$ cat src/rtl/johnson_seq_monitor_if.sv
// Interface bundling the Johnson monitor's sample input and status outputs.
// master: the side that supplies samples and observes status.
// slave:  the monitor itself.
interface johnson_seq_monitor_if #(
    parameter int unsigned CYC_W = 8,
    parameter int unsigned ERR_W = 4
);
    logic             in_valid;
    logic [3:0]       in_code;
    logic [2:0]       phase;
    logic [7:0]       phase_oh;
    logic             locked;
    logic             wrap_pulse;
    logic [CYC_W-1:0] cycle_cnt;
    logic             err_pulse;
    logic             err_sticky;
    logic [ERR_W-1:0] err_cnt;

    modport master (
        output in_valid, in_code,
        input  phase, phase_oh, locked, wrap_pulse, cycle_cnt, err_pulse, err_sticky, err_cnt
    );

    modport slave (
        input  in_valid, in_code,
        output phase, phase_oh, locked, wrap_pulse, cycle_cnt, err_pulse, err_sticky, err_cnt
    );
endinterface

$ cat src/rtl/johnson_seq_monitor.sv
// Johnson counter sequence monitor: decodes sampled 4-bit Johnson codes to a phase,
// checks each step against the legal successor, counts revolutions and errors.
// Optional macro JOHNSON_MON_RESYNC_EN: on a TRACK error, resynchronise (legal code)
// or fall back to IDLE (illegal code) instead of parking in the terminal ERR state.
module johnson_seq_monitor #(
    parameter int unsigned CYC_W = 8,
    parameter int unsigned ERR_W = 4
) (
    input logic                  clk,
    input logic                  reset,
    johnson_seq_monitor_if.slave bus
);

    typedef enum logic [1:0] {StIdle, StTrack, StErr} state_e;

    state_e           state_q;
    logic [2:0]       phase_q;
    logic             locked_q;
    logic             wrap_q;
    logic [CYC_W-1:0] cycle_cnt_q;
    logic             err_q;
    logic             sticky_q;
    logic [ERR_W-1:0] err_cnt_q;

    logic             dec_legal;
    logic [2:0]       dec_phase;
    logic [3:0]       cur_code;
    logic [3:0]       exp_code;
    logic             is_expected;
    logic             is_hold;
    logic             err_event;

    function automatic logic [3:0] phase_to_code(input logic [2:0] p);
        logic [3:0] c;
        case (p)
            3'd0:    c = 4'h0;
            3'd1:    c = 4'h1;
            3'd2:    c = 4'h3;
            3'd3:    c = 4'h7;
            3'd4:    c = 4'hF;
            3'd5:    c = 4'hE;
            3'd6:    c = 4'hC;
            default: c = 4'h8;
        endcase
        return c;
    endfunction

    // Decode the sampled code and classify it against the current phase.
    always_comb begin
        dec_legal = 1'b1;
        dec_phase = 3'd0;
        case (bus.in_code)
            4'h0:    dec_phase = 3'd0;
            4'h1:    dec_phase = 3'd1;
            4'h3:    dec_phase = 3'd2;
            4'h7:    dec_phase = 3'd3;
            4'hF:    dec_phase = 3'd4;
            4'hE:    dec_phase = 3'd5;
            4'hC:    dec_phase = 3'd6;
            4'h8:    dec_phase = 3'd7;
            default: dec_legal = 1'b0;
        endcase
        cur_code    = phase_to_code(phase_q);
        exp_code    = phase_to_code(phase_q + 3'd1);
        is_expected = (bus.in_code == exp_code);
        // A repeated code means the counter runs slower than us; not an error.
        is_hold     = (bus.in_code == cur_code);
        err_event   = 1'b0;
        if (bus.in_valid) begin
            unique case (state_q)
                StIdle:  err_event = !dec_legal;
                StTrack: err_event = !is_expected && !is_hold;
                default: err_event = 1'b0;
            endcase
        end
    end

    // Tracking FSM with all outputs registered.
    always_ff @(posedge clk) begin
        if (reset) begin
            state_q     <= StIdle;
            phase_q     <= 3'd0;
            locked_q    <= 1'b0;
            wrap_q      <= 1'b0;
            cycle_cnt_q <= '0;
            err_q       <= 1'b0;
            sticky_q    <= 1'b0;
            err_cnt_q   <= '0;
        end else begin
            wrap_q <= 1'b0;
            err_q  <= 1'b0;
            if (err_event) begin
                err_q    <= 1'b1;
                sticky_q <= 1'b1;
                if (err_cnt_q != {ERR_W{1'b1}}) begin
                    err_cnt_q <= err_cnt_q + ERR_W'(1);
                end
            end
            if (bus.in_valid) begin
                unique case (state_q)
                    StIdle: begin
                        // Entry never counts a wrap, even when locking on code 0.
                        if (dec_legal) begin
                            state_q  <= StTrack;
                            phase_q  <= dec_phase;
                            locked_q <= 1'b1;
                        end
                    end
                    StTrack: begin
                        if (is_expected) begin
                            phase_q <= phase_q + 3'd1;
                            if (phase_q == 3'd7) begin
                                wrap_q      <= 1'b1;
                                cycle_cnt_q <= cycle_cnt_q + CYC_W'(1);
                            end
                        end else if (!is_hold) begin
`ifdef JOHNSON_MON_RESYNC_EN
                            if (dec_legal) begin
                                phase_q <= dec_phase;
                            end else begin
                                state_q  <= StIdle;
                                locked_q <= 1'b0;
                            end
`else
                            state_q  <= StErr;
                            locked_q <= 1'b0;
`endif
                        end
                    end
                    default: begin
                        // ERR is terminal until reset.
                    end
                endcase
            end
        end
    end

    // One-hot phase follows the registered phase, gated by lock.
    always_comb begin
        bus.phase_oh = 8'h00;
        if (locked_q) begin
            bus.phase_oh = 8'h01 << phase_q;
        end
    end

    assign bus.phase      = phase_q;
    assign bus.locked     = locked_q;
    assign bus.wrap_pulse = wrap_q;
    assign bus.cycle_cnt  = cycle_cnt_q;
    assign bus.err_pulse  = err_q;
    assign bus.err_sticky = sticky_q;
    assign bus.err_cnt    = err_cnt_q;

endmodule

$ cat src/flat_wrapper.sv
// flat-port wrapper written by rule: the top's interface ports become plain ports
module johnson_seq_monitor_flat 
#(
    parameter int unsigned CYC_W = 8,
    parameter int unsigned ERR_W = 4
)
  (clk, reset, bus_in_valid, bus_in_code, bus_phase, bus_phase_oh, bus_locked, bus_wrap_pulse, bus_cycle_cnt, bus_err_pulse, bus_err_sticky, bus_err_cnt);
  johnson_seq_monitor_if #(.CYC_W(CYC_W), .ERR_W(ERR_W)) bus_i ();
  input logic clk;
  input logic reset;
  input wire logic [$bits(bus_i.in_valid)-1:0] bus_in_valid;
  input wire logic [$bits(bus_i.in_code)-1:0] bus_in_code;
  output wire logic [$bits(bus_i.phase)-1:0] bus_phase;
  output wire logic [$bits(bus_i.phase_oh)-1:0] bus_phase_oh;
  output wire logic [$bits(bus_i.locked)-1:0] bus_locked;
  output wire logic [$bits(bus_i.wrap_pulse)-1:0] bus_wrap_pulse;
  output wire logic [$bits(bus_i.cycle_cnt)-1:0] bus_cycle_cnt;
  output wire logic [$bits(bus_i.err_pulse)-1:0] bus_err_pulse;
  output wire logic [$bits(bus_i.err_sticky)-1:0] bus_err_sticky;
  output wire logic [$bits(bus_i.err_cnt)-1:0] bus_err_cnt;
  assign bus_i.in_valid = bus_in_valid;
  assign bus_i.in_code = bus_in_code;
  assign bus_phase = bus_i.phase;
  assign bus_phase_oh = bus_i.phase_oh;
  assign bus_locked = bus_i.locked;
  assign bus_wrap_pulse = bus_i.wrap_pulse;
  assign bus_cycle_cnt = bus_i.cycle_cnt;
  assign bus_err_pulse = bus_i.err_pulse;
  assign bus_err_sticky = bus_i.err_sticky;
  assign bus_err_cnt = bus_i.err_cnt;
  johnson_seq_monitor #(.CYC_W(CYC_W), .ERR_W(ERR_W)) u_core (.clk(clk), .reset(reset), .bus(bus_i));
endmodule
$ cat config.mk
export PLATFORM = sky130hd
export DESIGN_NAME = johnson_seq_monitor_flat
export DESIGN_NICKNAME = d
export VERILOG_FILES = /design/src/rtl/johnson_seq_monitor_if.sv /design/src/rtl/johnson_seq_monitor.sv /design/src/flat_wrapper.sv
export SDC_FILE = /design/constraint.sdc
export NUM_CORES = 1
export LEC_CHECK = 0
export BUFFER_PORTS_ARGS = -buffer_cell sky130_fd_sc_hd__buf_2
export CAP_MARGIN = 20
export CORE_ASPECT_RATIO = 1.2
export CORE_UTILIZATION = 53
export CTS_BUF_LIST = sky130_fd_sc_hd__clkbuf_16
export CTS_CLUSTER_SIZE = 40
export DETAILED_ROUTE_END_ITERATION = 16
export PLACE_DENSITY = 0.9
export SYNTH_ARGS = -nofsm -noshare
export SYNTH_HDL_FRONTEND = slang
export SYNTH_SLANG_ARGS = --single-unit
$ cat constraint.sdc
create_clock -name clk -period 4.47 [get_ports clk]
set_clock_uncertainty 0.15 [all_clocks]
set_input_delay 0.447 -clock clk [delete_from_list [all_inputs] [get_ports clk]]
set_output_delay 0.447 -clock clk [all_outputs]
set_load 0.005 [all_outputs]
==> metrics.yaml <==
logic_synthesis:
  ys_async_sr_fraction_pct: 0
  syn_area_sq_um: 1420
  ys_top_cells_by_area: "dfxtp_1 28%, ha_1 8.8%, nor2_1 6.1%"
  ys.flop_type: "dfxtp_1"
  synth_edf_count: 0
  synthCells: 179
  synth-seq-cells: 20
  synth.distinct_cells: 42
  syn_area_per_cell_sq_um: 7.95
  synth_area_leader_cell: "dfxtp_1"
  synth_top_area_share_pct: 28.1
  synth_nets: 196
  yosysWarnings: 0
  ys_seq_area_share_pct: 28.1
final_layout:
  drive_gt1_share_pct: 20.1
  multi_input_area_sq_um: 935
  fin_util_pct: 64.5
  area_delta_synth_final_pct: 15.6
  final_cell_mix: "33 x buf_2, 23 x nor2_1, 20 x dfxtp_1"
  layout_commonest_cell: "buf_2"
  seqCellArea_sq_um: 400
  num-fill-cells: 236
  num_antenna_cells: 0
  layout.nets: 222
critical_path:
  cp_data_arrival_time_ns: 3.27
  worstSetupPathType: "flop to flop"
  end_kind: "flop"
  critPathMaxFanout: 14
  critPathLaunchType: "flop"
  crit_chain: "inv_1, ha_1, nor4b_1, or3_1, nand4_1, o21bai_2, o32a_1, or4b_1, and3b_1"
  path_buf_inv: 1
  cpMaxStageDelayCell: "dfxtp_1"
  crit_family: "simple AND/OR/NAND/NOR gates"
  cp_data_required_time_ns: 4.46
  max_stage_delay_ns: 0.57
run:
  drv_cap: 0
clock_network:
  cts-root-buf: "clkbuf_16"
  clk_pin_slew_ns: 0.05
  postCtsSetupBuffers: 0
  clock-sinks: 20
  cts_hold_buf: 0
  postCtsResizedCells: 0
  cts_tree: "yes"
  cts_buffers: 3
  clock_latency_ns: 0.25
  cts_buffer_depth: 2
  htreeDepth: 1
route:
  wire_per_inst_um: 12.9
  routed_wl_mm: 3.05
  drt_pre_antenna_iters: 4
  first_iter_violations: 28
  detail_route.vias_per_cell: 5.59
  vias: 1326
  drc: 0
  ant_nets: 0
floorplan:
  num_rows: 20
  die_y_um: 58.8
  die_width_um: 49.3
  start_util_pct: 55.8
  io_pins: 34
  core_area_sq_um: 2550
  dieArea_sq_um: 2900
global_routing:
  grt-busiest-layer: "met2"
  grt_use_met3_pct: 3.36
  grt_max_degree: 22
  grt_pass1_wl_mm: 4.85
  grtUsageMet1_pct: 26.1
  grt_pass1_vias: 1102
  overflow: 0
  grt_use_total_pct: 21.9
  antenna_found_initial: 0
  grtUsageMet2_pct: 39.1
placed_design:
  hpwl_mm: 2.20
  place_congestion: 0.804
  io_buffers: 33
power:
  power_density_nw_per_um2: 304
  combPwrFrac_pct: 24.3
  p_clk_share_pct: 36.1
  p_sw_mw: 0.143
  power.share.sequential_pct: 39.6
  vdd_drop_max_mv: 0.278
  power.leakage_nw: 0.742
  intPower_mw: 0.358
  finalPower_mw: 0.501
  swShare_pct: 28.5
sta:
  finalSetupTns_ns: 0
  hold_viol: 0
  maxSlewHeadroom_pct: 59.2
  setup_viol: 0
  drv_slew: 0
  finalCritPeriodShare_pct: 73.3
  grt_setup_unrepaired: "false"
  max_freq_mhz: 305
  worst_pin_slew_ns: 0.607
  min_period_ns: 3.28
min_path:
  hold_path.class: "flop to flop"
run_status:
  outcome: "finished clean"
[registers in the layout, indices dropped and copies added, names as in the netlist]
register,count
u_core.bus.wrap_pulse,1
u_core.state_q,2
u_core.bus.cycle_cnt,8
u_core.bus.err_sticky,1
u_core.bus.err_pulse,1
u_core.bus.err_cnt,4
u_core.bus.phase,3
[layout make-up]
class                      count  share of cell area [%]
multi-input combinational    140                    56.8
sequential                    20                    24.3
timing repair buffer          33                    10.0
clock buffer                   3                    4.56
tap                           33                    2.51
inverter                       7                    1.60
clock inverter                 1                   0.228
[per-layer routing]
layer  wire length (um)  share of wire (%)
met4                 44                1.4
met1               1370                 45
met5                  0                  0
met2               1490                 49
met3                144                4.7
[per-stage QoR]
| stage | hold WS [ns] | cell area, sq um | std cells | setup slack [ns] |
|---|---|---|---|---|
| after CTS | 0.298 | 1650 | 237 | 1.21 |
| after global placement | 0.290 | 1570 | 233 | 1.32 |
| after global routing | 0.343 | 1650 | 237 | 1.03 |
| after detailed placement | 0.288 | 1570 | 233 | 1.26 |
| final | 0.293 | 1650 | 237 | 1.19 |
| after floorplan | 0.292 | 1420 | 179 | 1.34 |
[path summary, 6_finish.rpt]
path	startpoint	end	slack (ns)	cells past startpoint
setup / recovery	u_core.bus.phase[2]	u_core.bus.err_cnt[3]	1.19	9
hold / removal	u_core.bus.err_sticky	u_core.bus.err_sticky	0.29	2
setup reg to reg	u_core.bus.phase[2]	u_core.bus.err_cnt[3]	1.19	9
hold reg to reg	u_core.bus.err_sticky	u_core.bus.err_sticky	0.29	2
[tightest hold or removal path, stage by stage, from the launching register on]
cell and delay, ns:
dfxtp_1 0.30, inv_1 0.05, a21oi_1 0.05
[synth_stat cells (all sizes together) (6+ instances only)]
library cell	count
a21oi	9
clkbuf	8
dfxtp	20
ha	10
inv	7
mux2i	6
nand2	10
nand3	8
nor2	23
nor3	6
o21ai	9
or3	8
xnor2	6
[power groups by stage]
stage | sequential, mW | clock, mW | combinational [mW]
5_1_grt | 0.200 | 0.192 | 0.134
6_report | 0.198 | 0.181 | 0.122
4_1_cts | 0.198 | 0.186 | 0.122
3_3_place_gp | 0.201 | 0 | 0.116
2_1_floorplan | 0.199 | 0 | 0.0988
3_5_place_dp | 0.202 | 0 | 0.120
[cells by family (layout without fill, tap and decap cells)]
logic type / Yosys count / after routing / synth area share [%]
flip-flops: 20 / 20 / 28.1
adder cells (fa/ha/maj): 10 / 10 / 8.79
AND/OR/NAND/NOR: 84 / 84 / 31.4
multiplexers: 6 / 6 / 4.22
buffers and inverters: 19 / 44 / 6.24
XOR/XNOR: 10 / 10 / 6.15
AO/OA/AOI/OAI: 30 / 30 / 15.1
No activity file was read; power rests on OpenSTA's default activity.
